[src/rtl/mult8_seq_accum.sv]
// mult8_seq_accum: sequential 8x8 unsigned multiplier built around one external 4x4
// multiplier. Each operand pair is split into nibbles and the four nibble products are
// issued one per step. Each returned partial product is shift-accumulated into a 16-bit
// result, which is then returned through a valid/ready handshake.
//
// Parameters:
//   MUL_LAT   cycles from stable mul_a/mul_b to a valid mul_p (0 = combinational, 0..3)
// Ports:
//   clk, rst_n          clock, asynchronous active-low reset
//   in_valid/in_ready   operand handshake, a/b captured on acceptance
//   out_valid/out_ready result handshake, p = a*b held while out_valid
//   mul_a/mul_b/mul_p   nibble operands to and product from the 4x4 multiplier
//   busy                high while an operation is calculating or waiting to be taken
//   op_count            completed output handshakes, wraps silently
module mult8_seq_accum #(
    parameter int unsigned MUL_LAT = 0
) (
    input  logic        clk,
    input  logic        rst_n,
    input  logic        in_valid,
    output logic        in_ready,
    input  logic [7:0]  a,
    input  logic [7:0]  b,
    output logic        out_valid,
    input  logic        out_ready,
    output logic [15:0] p,
    output logic [3:0]  mul_a,
    output logic [3:0]  mul_b,
    input  logic [7:0]  mul_p,
    output logic        busy,
    output logic [15:0] op_count
);

    typedef enum logic [1:0] {StIdle, StCalc, StDone} state_e;

    localparam logic [1:0] LatLast = MUL_LAT[1:0];

    state_e      state_q, state_d;
    logic [1:0]  idx_q, idx_d;
    logic [1:0]  wcnt_q, wcnt_d;
    logic [15:0] acc_q, acc_d;
    logic [7:0]  a_q, a_d;
    logic [7:0]  b_q, b_d;
    logic [15:0] op_count_q, op_count_d;

    logic [3:0]  nib_a, nib_b;
    logic [3:0]  shamt;
    logic [15:0] partial;

    // Nibble selection and weight for the current step.
    always_comb begin
        nib_a = a_q[3:0];
        nib_b = b_q[3:0];
        shamt = 4'd0;
        unique case (idx_q)
            2'd0: begin nib_a = a_q[3:0]; nib_b = b_q[3:0]; shamt = 4'd0; end
            2'd1: begin nib_a = a_q[3:0]; nib_b = b_q[7:4]; shamt = 4'd4; end
            2'd2: begin nib_a = a_q[7:4]; nib_b = b_q[3:0]; shamt = 4'd4; end
            2'd3: begin nib_a = a_q[7:4]; nib_b = b_q[7:4]; shamt = 4'd8; end
            default: ;
        endcase
        partial = {8'b0, mul_p} << shamt;
    end

    always_comb begin
        state_d    = state_q;
        idx_d      = idx_q;
        wcnt_d     = wcnt_q;
        acc_d      = acc_q;
        a_d        = a_q;
        b_d        = b_q;
        op_count_d = op_count_q;
        case (state_q)
            StIdle: begin
                if (in_valid) begin
                    a_d     = a;
                    b_d     = b;
                    acc_d   = 16'h0;
                    idx_d   = 2'd0;
                    wcnt_d  = 2'd0;
                    state_d = StCalc;
                end
            end
            StCalc: begin
                // mul_p is only looked at on the last cycle of a step, so anything the
                // multiplier drives while its pipeline fills never reaches acc.
                if (wcnt_q != LatLast) begin
                    wcnt_d = wcnt_q + 2'd1;
                end else begin
                    acc_d  = acc_q + partial;
                    wcnt_d = 2'd0;
                    if (idx_q == 2'd3) begin
                        state_d = StDone;
                    end else begin
                        idx_d = idx_q + 2'd1;
                    end
                end
            end
            StDone: begin
                if (out_ready) begin
                    op_count_d = op_count_q + 16'd1;
                    state_d    = StIdle;
                end
            end
            default: state_d = StIdle;
        endcase
    end

    always_ff @(posedge clk or negedge rst_n) begin
        if (!rst_n) begin
            state_q    <= StIdle;
            idx_q      <= 2'd0;
            wcnt_q     <= 2'd0;
            acc_q      <= 16'h0;
            a_q        <= 8'h0;
            b_q        <= 8'h0;
            op_count_q <= 16'h0;
        end else begin
            state_q    <= state_d;
            idx_q      <= idx_d;
            wcnt_q     <= wcnt_d;
            acc_q      <= acc_d;
            a_q        <= a_d;
            b_q        <= b_d;
            op_count_q <= op_count_d;
        end
    end

    // All outputs decode directly from flops; no input-to-output paths.
    always_comb begin
        in_ready  = (state_q == StIdle);
        out_valid = (state_q == StDone);
        busy      = (state_q != StIdle);
        p         = (state_q == StDone) ? acc_q : 16'h0;
        mul_a     = (state_q == StCalc) ? nib_a : 4'h0;
        mul_b     = (state_q == StCalc) ? nib_b : 4'h0;
        op_count  = op_count_q;
    end

endmodule

[config.mk]
export PLATFORM = sky130hd
export DESIGN_NAME = mult8_seq_accum
export DESIGN_NICKNAME = d
export VERILOG_FILES = /design/src/rtl/mult8_seq_accum.sv
export SDC_FILE = /design/constraint.sdc
export NUM_CORES = 1
export LEC_CHECK = 0
export ABC_AREA = 1
export CORE_MARGIN = 2
export CORE_UTILIZATION = 58
export CTS_BUF_LIST = sky130_fd_sc_hd__clkbuf_4
export DETAILED_ROUTE_END_ITERATION = 7
export PLACE_DENSITY = 0.88
export SLEW_MARGIN = 5
export SYNTH_ARGS = -nofsm -noshare
export SYNTH_HDL_FRONTEND = slang
export SYNTH_SLANG_ARGS = --single-unit
export TNS_END_PERCENT = 30
[constraint.sdc]
create_clock -name clk -period 4.2 [get_ports clk]
set_clock_uncertainty 0.2 [all_clocks]
set_input_delay 0.42 -clock clk [delete_from_list [all_inputs] [get_ports clk]]
set_output_delay 0.42 -clock clk [all_outputs]
set_load 0.005 [all_outputs]
==> flow_metrics.tcl <==
set metrics [dict create \
    status "completed" \
    crit_path_cell_trace "inv_1 -> ha_1 -> nand2_1 -> nor2_1 -> ha_1 -> inv_1 -> fa_1 -> inv_1 -> nand3_1 -> nand3_1 -> nand3_1 -> nand3_1 -> nand2_1 -> nand3_1 -> nand2_1" \
    path_buf_inv 3 \
    place.detailed.hpwl_mm 6.73 \
    grt_start_max_net_pins 55 \
    drv_slew 0 \
    min_period_ps 2940 \
    pin_count 71 \
    path_delay_family "adder cells" \
    grt_setup_unrepaired "false" \
    cts_sinks 54 \
    vias_per_cell 5.12 \
    p_seq_share_pct 28.8 \
    netlist_area_mm2 0.00368 \
    drive_above_1_share_pct 6.40 \
    critPathArrivalTime_ps 3030 \
    synth_seq_cells 54 \
    p_sw_share_pct 47.7 \
    cpMostUsedCell "nand3_1" \
    antenna_found_initial 0 \
    wl_mm 8.72 \
    place.gp.congestion 1.00 \
    start_util_pct 59.0 \
    synth-edff-count 0 \
    grt_use_met3_pct 5.14 \
    die_area_mm2 0.00700 \
    grt_busiest_layer "met2" \
    dieWidth_um 83.7 \
    pwr-share-comb_pct 60.5 \
    critPathKind "flip-flop to flip-flop" \
    cp_data_required_time_ps 4290 \
    grt_pass1_vias 3509 \
    vias 3436 \
    end_kind "flip-flop" \
    antenna_left 0 \
    intPower_mw 1.48 \
    die_h_um 83.7 \
    track_usage_pct 26.6 \
    antenna_cells 0 \
    finalHoldViolCount 0 \
    cp_max_fo 10 \
    overflow 0 \
    finalSetupViolations 0 \
    yosysSeqAreaShare_pct 36.7 \
    syn-num-nets 572 \
    timing.final.crit_share_pct 69.9 \
    core-area_mm2 0.00624 \
    max_cap_violations 0 \
    critPathSlowestCell "ha_1" \
    syn_to_final_growth_pct 23.3 \
    p_leak_nw 2.46 \
    clkPwrFrac_pct 10.7 \
    use_met1_pct 34.5 \
    rows 29 \
    yosysTopAreaCell "dfrtp_1" \
    pre_cts_ws_ps 1290 \
    cts-htree-levels 2 \
    p_per_area_mw_per_mm2 623 \
    cts_tree "built" \
    fmax_mhz 341 \
    yosysMostFrequentCell "nand2_1" \
    clockBufferDepth 2 \
    clock_latency_ps 380 \
    cts-root-buf "clkbuf_4" \
    grt_pass1_wl_mm 15.2 \
    post_cts_buffers 0 \
    port_buffers 70 \
    synth.distinct_cells 38 \
    hold_class "flip-flop to flip-flop" \
    synth_top_area_share_pct 36.7 \
    netlist_top_cells_count "174 x nand2_1, 80 x inv_1, 61 x nor2_1" \
    firstDrtPassIters 4 \
    nets 644 \
    synthFlopType "dfrtp_1" \
    cpPeakStageDelay_ps 520 \
    ir_drop_v 0.000421 \
    async_flop_share_pct 100 \
    clk_pin_slew_ps 160 \
    drt_iter0_drc 153 \
    setup_tns_ps 0 \
    p_switching_mw 1.35 \
    final_cells 671 \
    numCtsBuffers 5 \
    postSynthCellCount 521 \
    slew_headroom_pct 53.5 \
    power_mw 2.83 \
    ys_warn_count 0 \
    synth_area_leaders "dfrtp_1 37%, nand2_1 18%, inv_1 8.2%, ha_1 7.5%, nor2_1 6.2%" \
    wl_per_cell_um 13.0 \
    syn_area_per_cell_um2 7.07 \
    drc 0 \
    worst_pin_slew_ps 697 \
    place_inst 662 \
    worst_slack_ps 1260 \
    final_util_pct 72.8 \
    critPathLaunchType "flip-flop" \
    met2_usage_pct 43.9 \
]
==> repair_timing <==
| item | in CTS | in global routing |
|---|---|---|
| gates resized for setup | 0 | 0 |
| endpoints found under the hold margin | 54 | 0 |
| hold buffers | 1 | 0 |
| endpoints found under the setup margin | 0 | 0 |
==> path summary, 6_finish.rpt <==
kind                                from     endpoint  slack (ps)  depth (start not counted)
worst min register to register    a_q[5]       a_q[5]         290                          2
worst max register to register  idx_q[0]    acc_q[12]        1260                         15
min in group asynchronous          rst_n     acc_q[6]         470                          3
max in group asynchronous          rst_n  op_count[9]        2860                          3
worst min-delay path              a_q[5]       a_q[5]         290                          2
worst max-delay path            idx_q[0]    acc_q[12]        1260                         15
==> per-layer routing <==
layer	vias to the layer above	routed length [um]
met3	23	476
met4	0	203
met5	-	0
met2	115	4170
li1	1741	-
met1	1557	3870
==> cell type report <==
class	count	area, um2
Clock buffer	6	45.0
Clock inverter	2	37.5
Fill cell	519	1700
Inverter	86	323
Multi-Input combinational cell	374	1970
Sequential cell	54	1350
Tap cell	77	96.3
Timing Repair Buffer	72	713
==> cell usage in the layout (no fill, tap or decap), types with 2 or more instances in the layout <==
cell | Yosys | routed
nand4_1 | 2 | 2
dfrtp_1 | 54 | 54
nor2_8 | 3 | 3
clkdlybuf4s50_1 | 0 | 69
nand2_2 | 4 | 4
nand2_1 | 174 | 174
inv_2 | 6 | 6
nand3_1 | 25 | 25
nor2_4 | 3 | 3
inv_1 | 80 | 80
nor2_2 | 3 | 3
clkbuf_4 | 0 | 6
o21ai_0 | 15 | 15
nand3b_1 | 2 | 2
xnor2_1 | 8 | 8
ha_1 | 22 | 22
o21ai_1 | 9 | 9
nand3_2 | 2 | 2
nor2_1 | 61 | 61
o22ai_1 | 3 | 3
mux2i_1 | 3 | 3
xor2_1 | 6 | 6
a21oi_1 | 15 | 15
nor3_1 | 3 | 3
==> metrics by stage <==
stage,hold WS [ps],cell area (um2)
floorplan,-75.6,3680
global placement,248,4450
detailed placement,255,4450
CTS,291,4540
global route,306,4540
finish,286,4540
==> sequential cells by signal, indices dropped and copies added (netlist names) <==
| register | count |
|---|---|
| a_q | 8 |
| state_q | 2 |
| wcnt_q | 2 |
| idx_q | 2 |
| op_count | 16 |
| acc_q | 16 |
| b_q | 8 |
==> tightest hold or removal path: cells and delay by family (launching register included) <==
family	cells	cell delay (ps)
flops	1	370
simple gates	2	100
==> cell families (layout without fill, tap and decap cells) <==
kind of cell	Yosys count	count (layout)	share of synthesized area, %
DFF	54	54	36.7
adders and majority gates	23	23	8.02
and+or+nand+nor	288	288	34.3
muxes	3	3	0.815
AOI/OAI and AO/OA	45	45	6.66
buffers and inverters	93	166	9.71
xor gates and xnor gates	15	15	3.77
==> power groups by stage <==
stage / combinational (mW) / clock [mW] / sequential, mW
2_1_floorplan: 1.21 / 0 / 0.789
3_3_place_gp: 1.63 / 0 / 0.814
3_5_place_dp: 1.69 / 0 / 0.824
4_1_cts: 1.71 / 0.310 / 0.812
5_1_grt: 1.95 / 0.336 / 0.835
6_report: 1.71 / 0.304 / 0.815
Power figures use the tool's default switching activity.
